===== src/rtl/mux_pkg.sv =====
// Shared definitions for the N-way registered channel selector.
package mux_pkg;

    // Values of the external mode input.
    localparam logic MODE_DIRECT = 1'b0;
    localparam logic MODE_SCAN   = 1'b1;

    // Mode FSM: remembers which mode the most recently accepted beat used.
    typedef enum logic {
        ST_DIRECT = 1'b0,
        ST_SCAN   = 1'b1
    } mode_state_e;

    // Number of bits needed to index 'value' items (value >= 2).
    function automatic int clog2(input int value);
        int r;
        for (r = 0; (1 << r) < value; r++) begin
        end
        return r;
    endfunction

endpackage


===== src/rtl/mux_n_comb.sv =====
// Combinational N-way channel select with range detection.
// Out-of-range indices produce zero data rather than aliasing a real channel.
module mux_n_comb
    import mux_pkg::*;
#(
    parameter  int DATA_W = 32,
    parameter  int N_IN   = 6,
    localparam int SEL_W  = clog2(N_IN)
) (
    input  logic [N_IN*DATA_W-1:0] data_in,
    input  logic [SEL_W-1:0]       idx,
    output logic [DATA_W-1:0]      data_out,
    output logic                   in_range
);

    // Explicit compare per channel so no index can reach past the last channel.
    always_comb begin
        data_out = '0;
        in_range = (32'(idx) < N_IN);
        for (int i = 0; i < N_IN; i++) begin
            if (idx == SEL_W'(i)) begin
                data_out = data_in[i*DATA_W +: DATA_W];
            end
        end
    end

endmodule


===== src/rtl/mux_sel_reg.sv =====
// Registered N-way selector with valid/ready on both sides.
// DIRECT mode picks the channel from sel; SCAN mode walks channels 0..N_IN-1,
// one per accepted beat. Out-of-range selects are flagged per beat (bad_sel)
// and latched in a sticky error flag (sel_err).
//
// Handshake: a beat moves across an interface on a rising edge where both
// valid and ready are high. Once out_valid rises, data_out/ch_out/bad_sel/
// scan_last stay stable until the consumer takes the beat with out_ready.
// in_ready = !out_valid || out_ready, so the single output register can be
// refilled in the same cycle it drains (1 beat per cycle).
module mux_sel_reg
    import mux_pkg::*;
#(
    parameter  int DATA_W = 32,
    parameter  int N_IN   = 6,
    localparam int SEL_W  = clog2(N_IN)
) (
    input  logic                   clk,
    input  logic                   reset,
    input  logic [N_IN*DATA_W-1:0] data_in,
    input  logic [SEL_W-1:0]       sel,
    input  logic                   mode,
    input  logic                   in_valid,
    output logic                   in_ready,
    output logic [DATA_W-1:0]      data_out,
    output logic [SEL_W-1:0]       ch_out,
    output logic                   bad_sel,
    output logic                   scan_last,
    output logic                   out_valid,
    input  logic                   out_ready,
    input  logic                   err_clr,
    output logic                   sel_err
);

    localparam logic [SEL_W-1:0] LAST_IDX = SEL_W'(N_IN - 1);

    mode_state_e state_q, state_d;

    logic [SEL_W-1:0]  scan_idx_q, scan_idx_d;
    logic              out_valid_q, out_valid_d;
    logic [DATA_W-1:0] data_q, data_d;
    logic [SEL_W-1:0]  ch_q, ch_d;
    logic              bad_sel_q, bad_sel_d;
    logic              scan_last_q, scan_last_d;
    logic              sel_err_q, sel_err_d;

    logic              accept;
    logic              use_scan;
    logic [SEL_W-1:0]  scan_base;
    logic [SEL_W-1:0]  eff_idx;
    logic [DATA_W-1:0] mux_data;
    logic              mux_in_range;
    logic              set_err;

    assign in_ready = !out_valid_q || out_ready;
    assign accept   = in_valid && in_ready;

    mux_n_comb #(
        .DATA_W (DATA_W),
        .N_IN   (N_IN)
    ) u_mux (
        .data_in  (data_in),
        .idx      (eff_idx),
        .data_out (mux_data),
        .in_range (mux_in_range)
    );

    // Mode FSM state register.
    always_ff @(posedge clk or negedge reset) begin
        if (!reset) begin
            state_q <= ST_DIRECT;
        end else begin
            state_q <= state_d;
        end
    end

    // Mode FSM next state: follows the mode of each accepted beat.
    always_comb begin
        state_d = state_q;
        if (accept) begin
            state_d = (mode == MODE_SCAN) ? ST_SCAN : ST_DIRECT;
        end
    end

    // Mode FSM outputs: effective index and scan counter update.
    // Entering SCAN from DIRECT restarts at channel 0.
    always_comb begin
        use_scan   = (mode == MODE_SCAN);
        scan_base  = (state_q == ST_SCAN) ? scan_idx_q : '0;
        eff_idx    = use_scan ? scan_base : sel;
        scan_idx_d = scan_idx_q;
        if (accept && use_scan) begin
            scan_idx_d = (scan_base == LAST_IDX) ? '0 : scan_base + SEL_W'(1);
        end
    end

    // Output stage and sticky error next values.
    always_comb begin
        out_valid_d = out_valid_q;
        data_d      = data_q;
        ch_d        = ch_q;
        bad_sel_d   = bad_sel_q;
        scan_last_d = scan_last_q;
        sel_err_d   = sel_err_q;
        set_err     = accept && !use_scan && !mux_in_range;
        if (accept) begin
            out_valid_d = 1'b1;
            data_d      = mux_data;
            ch_d        = eff_idx;
            bad_sel_d   = !mux_in_range;
            scan_last_d = use_scan && (eff_idx == LAST_IDX);
        end else if (out_ready) begin
            out_valid_d = 1'b0;
        end
        // A set in the same cycle as a clear wins.
        if (set_err) begin
            sel_err_d = 1'b1;
        end else if (err_clr) begin
            sel_err_d = 1'b0;
        end
    end

    // Datapath, scan counter and error flag registers.
    always_ff @(posedge clk or negedge reset) begin
        if (!reset) begin
            scan_idx_q  <= '0;
            out_valid_q <= 1'b0;
            data_q      <= '0;
            ch_q        <= '0;
            bad_sel_q   <= 1'b0;
            scan_last_q <= 1'b0;
            sel_err_q   <= 1'b0;
        end else begin
            scan_idx_q  <= scan_idx_d;
            out_valid_q <= out_valid_d;
            data_q      <= data_d;
            ch_q        <= ch_d;
            bad_sel_q   <= bad_sel_d;
            scan_last_q <= scan_last_d;
            sel_err_q   <= sel_err_d;
        end
    end

    assign out_valid = out_valid_q;
    assign data_out  = data_q;
    assign ch_out    = ch_q;
    assign bad_sel   = bad_sel_q;
    assign scan_last = scan_last_q;
    assign sel_err   = sel_err_q;

endmodule


===== config.mk =====
export PLATFORM = sky130hd
export DESIGN_NAME = mux_sel_reg
export DESIGN_NICKNAME = d
export VERILOG_FILES = /design/src/rtl/mux_pkg.sv /design/src/rtl/mux_n_comb.sv /design/src/rtl/mux_sel_reg.sv
export SDC_FILE = /design/constraint.sdc
export NUM_CORES = 1
export LEC_CHECK = 0
export ABC_AREA = 1
export CAP_MARGIN = 20
export CORE_UTILIZATION = 38
export CTS_BUF_LIST = sky130_fd_sc_hd__clkbuf_16
export DETAILED_ROUTE_END_ITERATION = 8
export PLACE_DENSITY = 0.87
export SYNTH_ARGS = -nofsm -noshare
export SYNTH_HDL_FRONTEND = slang
export SYNTH_SLANG_ARGS = --single-unit
export TNS_END_PERCENT = 30

===== constraint.sdc =====
create_clock -name clk -period 4.7 [get_ports clk]
set_clock_uncertainty 0.05 [all_clocks]
set_input_delay 1.175 -clock clk [delete_from_list [all_inputs] [get_ports clk]]
set_output_delay 1.175 -clock clk [all_outputs]
set_load 0.005 [all_outputs]

==> run metrics, run 1 <==
critical path startpoint category primary input; max cap viols 0; crit path capture type primary output; Pwr per Cell Area 255 nW/um^2; post-synth top area cell dfrtp_1; vias in the first global route 4290; Crit. Startpoint out_ready; routed vias/inst 5.05; Vias 4482; Core Rows 33; synthesized flop and latch total 43; total wire length 13300 um; DRC 0; Die H 95.9 um; Syn Nets 758; Int Pwr 0.00105 W; critical setup path kind primary input to primary output; Inserted Diodes 0; top_reg_cell synth dfrtp_1; TritonCTS clock tree built; Final min period 3500 ps; pin count of the biggest net entering global routing 44; Hold Buf Count CTS 0; fraction of layout cells with a size suffix above 1 0.0396; Arr. time, crit path 2280 ps; Clock Power Share 0.264; drt wl/cell 15.0 um; Num CTS Buffers 5; RSZ-0062 raised after global routing false; Overflow after GRT 0; # fillers 683; placeable core area 8380 sq um; Reg2Reg Capture Point data_out[9]$_DFFE_PN0P_; TritonCTS Sinks 43; Least-Margin Pin Slew 830 ps; Reg-to-Reg Start state_q$_DFFE_PN0P_; Leakage 2.89 nW; syn avg cell area 6.01 sq um; Area growth syn-to-layout 76.8%; sequential share of power 0.324; Mapped Cells 557; num ports 241; starting density of the core 0.400; sequential share of the synthesized area 0.321; Peak VDD IR 0.179 mV; clock tree buffer depth 2; Routed Antenna Nets 0; antenna violations before repair 0; Worst-path clk slew 60 ps; ys async rst share 1.00; Worst-Skew Late Latency 280 ps; Die ar. 9190 sq um; R2R Setup Slk 2280 ps; Setup Fix Bufs, Post-CTS 0; combinational share of power 0.412; Final Hold Fails 0; number of iterations in the first detailed-routing pass 5; share of the synthesized area in the top cell type 0.321; total power 0.00151 W; Critical Path RT 3470 ps; CTS Root Cell clkbuf_16; top post-synthesis cells by area dfrtp_1 (32%), nand2_1 (17%), nor2_1 (14%); H-tree levels 2; R2R depth 9; Setup Viol. Count Final 0; Synth Warn # 0; Unique masters post-synth 24; fin crit share 0.746; CP endpoint in_ready; First DRT Iteration DRCs 219; worst hold path class flop to flop; number of synthesized flops with an enable pin 0; gpl congestion 0.849; HPWL Detailed 9740 um; chip width 95.9 um; post-CTS sizing 0; top cells by count, synth nand2_1 (149), nor2_1 (128), a21oi_1 (79); status finished, final reports clean; Switch Pwr 0.000463 W; Final Max Slew Viols 0; CP max FO 3; Slew HR 0.445; nets 983; FMAX 285 MHz; first-pass GRT wire length 19600 um; most common cell in the netlist nand2_1; Sw Ratio 0.306; Post-Syn Area 3350 sq um; setup TNS 0 ps; Global Route Usage Sum 0.279; count of buffers from port buffering 240
metal layers:
layer | GRT usage | share of wire | wire (um) | up-vias
met5 | 0 | 0 | 0 | -
met4 | 0.0896 | 0.022 | 295 | 0
met3 | 0.0742 | 0.10 | 1370 | 25
met2 | 0.526 | 0.52 | 6890 | 258
met1 | 0.300 | 0.36 | 4740 | 2029
li1 | - | - | - | 2170
power groups by stage:
stage | registers (W) | clock network [W] | logic [W]
CTS | 0.000489 | 0.000405 | 0.000622
detailed placement | 0.000495 | 0 | 0.000619
finish | 0.000490 | 0.000399 | 0.000623
floorplan | 0.000495 | 0 | 0.000243
global placement | 0.000492 | 0 | 0.000607
global route | 0.000499 | 0.000421 | 0.000680
worst min-delay path by stage:
stage | startpoint | end | slack, ps | cells past startpoint
floorplan | data_out[0]$_DFFE_PN0P_ | data_out[0]$_DFFE_PN0P_ | 420 | 2
global placement | data_out[24]$_DFFE_PN0P_ | data_out[24]$_DFFE_PN0P_ | 410 | 2
detailed placement | data_out[16]$_DFFE_PN0P_ | data_out[16]$_DFFE_PN0P_ | 410 | 2
CTS | data_out[16]$_DFFE_PN0P_ | data_out[16]$_DFFE_PN0P_ | 430 | 2
global route | data_out[10]$_DFFE_PN0P_ | data_out[10]$_DFFE_PN0P_ | 450 | 2
finish | data_out[16]$_DFFE_PN0P_ | data_out[16]$_DFFE_PN0P_ | 430 | 2
layout by cell type (no fill, tap or decap), types with 2 or more instances in the layout:
| cell type | Yosys | routed |
|---|---|---|
| clkdlybuf4s50_1 | 0 | 239 |
| nand2_1 | 149 | 148 |
| nor2_1 | 128 | 128 |
| a21oi_1 | 79 | 79 |
| inv_1 | 63 | 63 |
| dfrtp_1 | 43 | 43 |
| nand3_1 | 41 | 41 |
| inv_2 | 5 | 5 |
| o21ai_0 | 5 | 5 |
| clkbuf_16 | 0 | 5 |
| nand2_4 | 4 | 4 |
| nand2_2 | 2 | 3 |
| buf_4 | 2 | 3 |
| nor2_4 | 2 | 2 |
| nand4_1 | 2 | 2 |
sequential cells by signal, summed over array words and instances, names as in the netlist:
| name | flops |
|---|---|
| out_valid | 1 |
| bad_sel | 1 |
| sel_err | 1 |
| scan_last | 1 |
| ch_out | 3 |
| scan_idx_q | 3 |
| state_q | 1 |
| data_out | 32 |
logic make-up (layout without fill, tap and decap cells):
logic type / after synthesis / count (layout) / share of synthesized area
and+or+nand+nor: 334 / 334 / 0.422
buffers and inverters: 94 / 320 / 0.127
DFF: 43 / 43 / 0.321
AOI/OAI and AO/OA: 86 / 86 / 0.130
critical path, stage by stage:
cell and delay [ps]:
clkdlybuf4s50_1 450, inv_1 40, nand2_1 100, clkdlybuf4s50_1 510
area by class of cell:
class	instances	area, sq um	share of cell area
Timing Repair Buffer	244	2440	0.412
Multi-Input combinational cell	420	1850	0.312
Sequential cell	43	1080	0.182
Inverter	68	255	0.0431
Tap cell	105	131	0.0222
Clock buffer	5	125	0.0211
Clock inverter	3	43.8	0.00739
through the flow:
step / hold slack [ps] / area (sq um) / std cells / setup WS (ps) / utilization
final: 427 / 5920 / 888 / 1200 / 0.707
after global routing: 449 / 5920 / 888 / 1110 / 0.707
after CTS: 432 / 5900 / 887 / 1190 / 0.704
after detailed placement: 415 / 5730 / 879 / 1030 / 0.684
after global placement: 411 / 5730 / 879 / 1160 / 0.684
after floorplan: 422 / 3350 / 557 / 2200 / -
Note: power is estimated with default switching activity, not from simulation.
==> run 2: changes to the inputs <==
- CORE_UTILIZATION: 38 -> 32
- PLACE_DENSITY: 0.87 -> 0.78
- clock period: 4.7 -> 2.8 ns (I/O delays scaled with it)
==> run metrics, run 2 (synthesis gave the netlist of run 1 again) <==
Num CTS Buffers 5 (unchanged); critical setup path kind primary input to primary output; Leakage 2.94 nW (+1.7%); pin count of the biggest net entering global routing 41 (-6.8%); placeable core area 9950 sq um (+19%); fraction of layout cells with a size suffix above 1 0.0504 (+0.0109); Worst-path clk slew 60 ps (about the same); Crit. Startpoint out_ready; vias in the first global route 4340 (+1.2%); Routed Antenna Nets 0 (unchanged); Placed Cells incl. Taps 918 (+4.4%); chip width 104 um (+8.8%); Vias 4405 (-1.7%); R2R depth 9 (unchanged); first-pass GRT wire length 21000 um (+7.3%); # fillers 922 (+35%); Setup Viol. Count Final 0 (unchanged); final non-filler cell area 6050 sq um (+2.2%); Final Hold Fails 0 (unchanged); FMAX 388 MHz; Setup Fix Bufs, Post-CTS 0 (unchanged); H-tree levels 2 (unchanged); drt wl/cell 14.6 um (-2.4%); Peak VDD IR 0.262 mV (+46%); setup TNS 0 ps (unchanged); Worst Path Buf+Inv 3 (unchanged); TritonCTS Sinks 43 (unchanged); Worst-Skew Late Latency 280 ps (about the same); Area growth syn-to-layout 80.7%; Overflow after GRT 0 (unchanged); Reg-to-Reg Start state_q$_DFFE_PN0P_; Slew HR 0.595 (+0.150); WP depth 4 (unchanged); max cap viols 0 (unchanged); clock tree buffer depth 2 (unchanged); Hold Buf Count CTS 0 (unchanged); First DRT Iteration DRCs 206 (-5.9%); Critical Path RT 2050 ps (-1420 ps); max reg flops 32 (unchanged); num ports 241 (unchanged); starting density of the core 0.336 (-0.0631); Setup WS pre-CTS 90.3 ps (-938 ps); TritonCTS clock tree built; HPWL Detailed 10400 um (+7.1%); CP cell instances clkdlybuf4s50_1 -> inv_1 -> nand2_1 -> clkdlybuf4s50_1; fin crit share 0.920; Crit-path slowest cell clkdlybuf4s50_1; count of buffers from port buffering 240 (unchanged); Worst path max stage delay 520 ps (about the same); CTS Root Cell clkbuf_16; routed vias/inst 4.76 (-5.8%); DRC 0 (unchanged); worst hold path class primary input to asynchronous set/reset pin; gpl congestion 0.884 (+4.1%); number of iterations in the first detailed-routing pass 5 (unchanged); final worst slack 225 ps (-971 ps); Global Route Usage Sum 0.245 (-0.0337); nets 993 (+1.0%); total wire length 13500 um (+1.8%); Pwr per Cell Area 422 nW/um^2 (+65%); RSZ-0062 raised after global routing false; Least-Margin Pin Slew 607 ps (-223 ps); Final Max Slew Viols 0 (unchanged); most frequent cells in the layout clkdlybuf4s50_1 (239), nand2_1 (148), nor2_1 (128); Post-DP Area 5890 sq um (+2.7%); Arr. time, crit path 1830 ps (-450 ps); CP max FO 3 (unchanged); Inserted Diodes 0 (unchanged); Finished Layout Cells 926 (+4.3%); Final min period 2580 ps; antenna violations before repair 0 (unchanged); crit path capture type primary output; critical path startpoint category primary input; post-CTS sizing 0 (unchanged); Die ar. 10900 sq um (+18%); CP endpoint in_ready; R2R Setup Slk 940 ps (-1340 ps); commonest non-fill, non-tap cell in the layout clkdlybuf4s50_1; Core Rows 36 (+9.1%); status finished, final reports clean; Reg2Reg Capture Point data_out[12]$_DFFE_PN0P_; cell mode on critical path clkdlybuf4s50_1; Die H 104 um (+8.8%); Top delay family on crit path buffers and inverters
run 2: cell types whose count changed in the layout (fill, tap and decap cells not counted), sizes merged:
cell,previous run,this run
buf,5,15
run 2: worst min-delay path by stage:
stage / from / end / slack (ps)
3_3_place_gp: data_out[21]$_DFFE_PN0P_ / data_out[21]$_DFFE_PN0P_ / 410
5_1_grt: reset / out_valid$_DFFE_PN0P_ / 410
3_5_place_dp: data_out[4]$_DFFE_PN0P_ / data_out[4]$_DFFE_PN0P_ / 420
2_1_floorplan: reset / bad_sel$_DFFE_PN0P_ / 350
6_report: reset / out_valid$_DFFE_PN0P_ / 360
4_1_cts: reset / out_valid$_DFFE_PN0P_ / 390
run 2: final cells by class:
type | instances | area, sq um | area share
multi-input cells | 420 | 1850 | 0.306
inverters | 68 | 255 | 0.0422
repair buffers | 254 | 2540 | 0.420
well taps | 133 | 166 | 0.0275
clock buffers | 5 | 125 | 0.0207
flip-flops and latches | 43 | 1080 | 0.178
clock inverters | 3 | 38.8 | 0.00641
run 2: power by group:
group	switching, W	total (W)	internal [W]
clock network	0.000238	0.000654	0.000416
registers	0.0000823	0.000827	0.000745
logic	0.000454	0.00107	0.000617
run 2: worst register-to-register path: cells and delay by family, from the launching register on:
family / cells / cell delay [ps]
compound gates: 1 / 130
buf+inv: 2 / 520
flops: 1 / 430
simple gates: 6 / 660
run 2: through the flow:
stage          hold slack, ps  total power (W)  utilization
2_1_floorplan             354          0.00124            -
3_3_place_gp              411          0.00188        0.592
3_5_place_dp              416          0.00191        0.592
4_1_cts                   392          0.00257        0.608
5_1_grt                   411          0.00271        0.608
6_report                  360          0.00255        0.608
run 2: per-layer routing:
layer  routed length (um)  global-route usage  vias up
met3                 1130              0.0564       20
met5                    0                   0        -
met2                 7080               0.465      210
met1                 5080               0.267     1978
met4                  241              0.0735        0
li1                     -                   -     2197
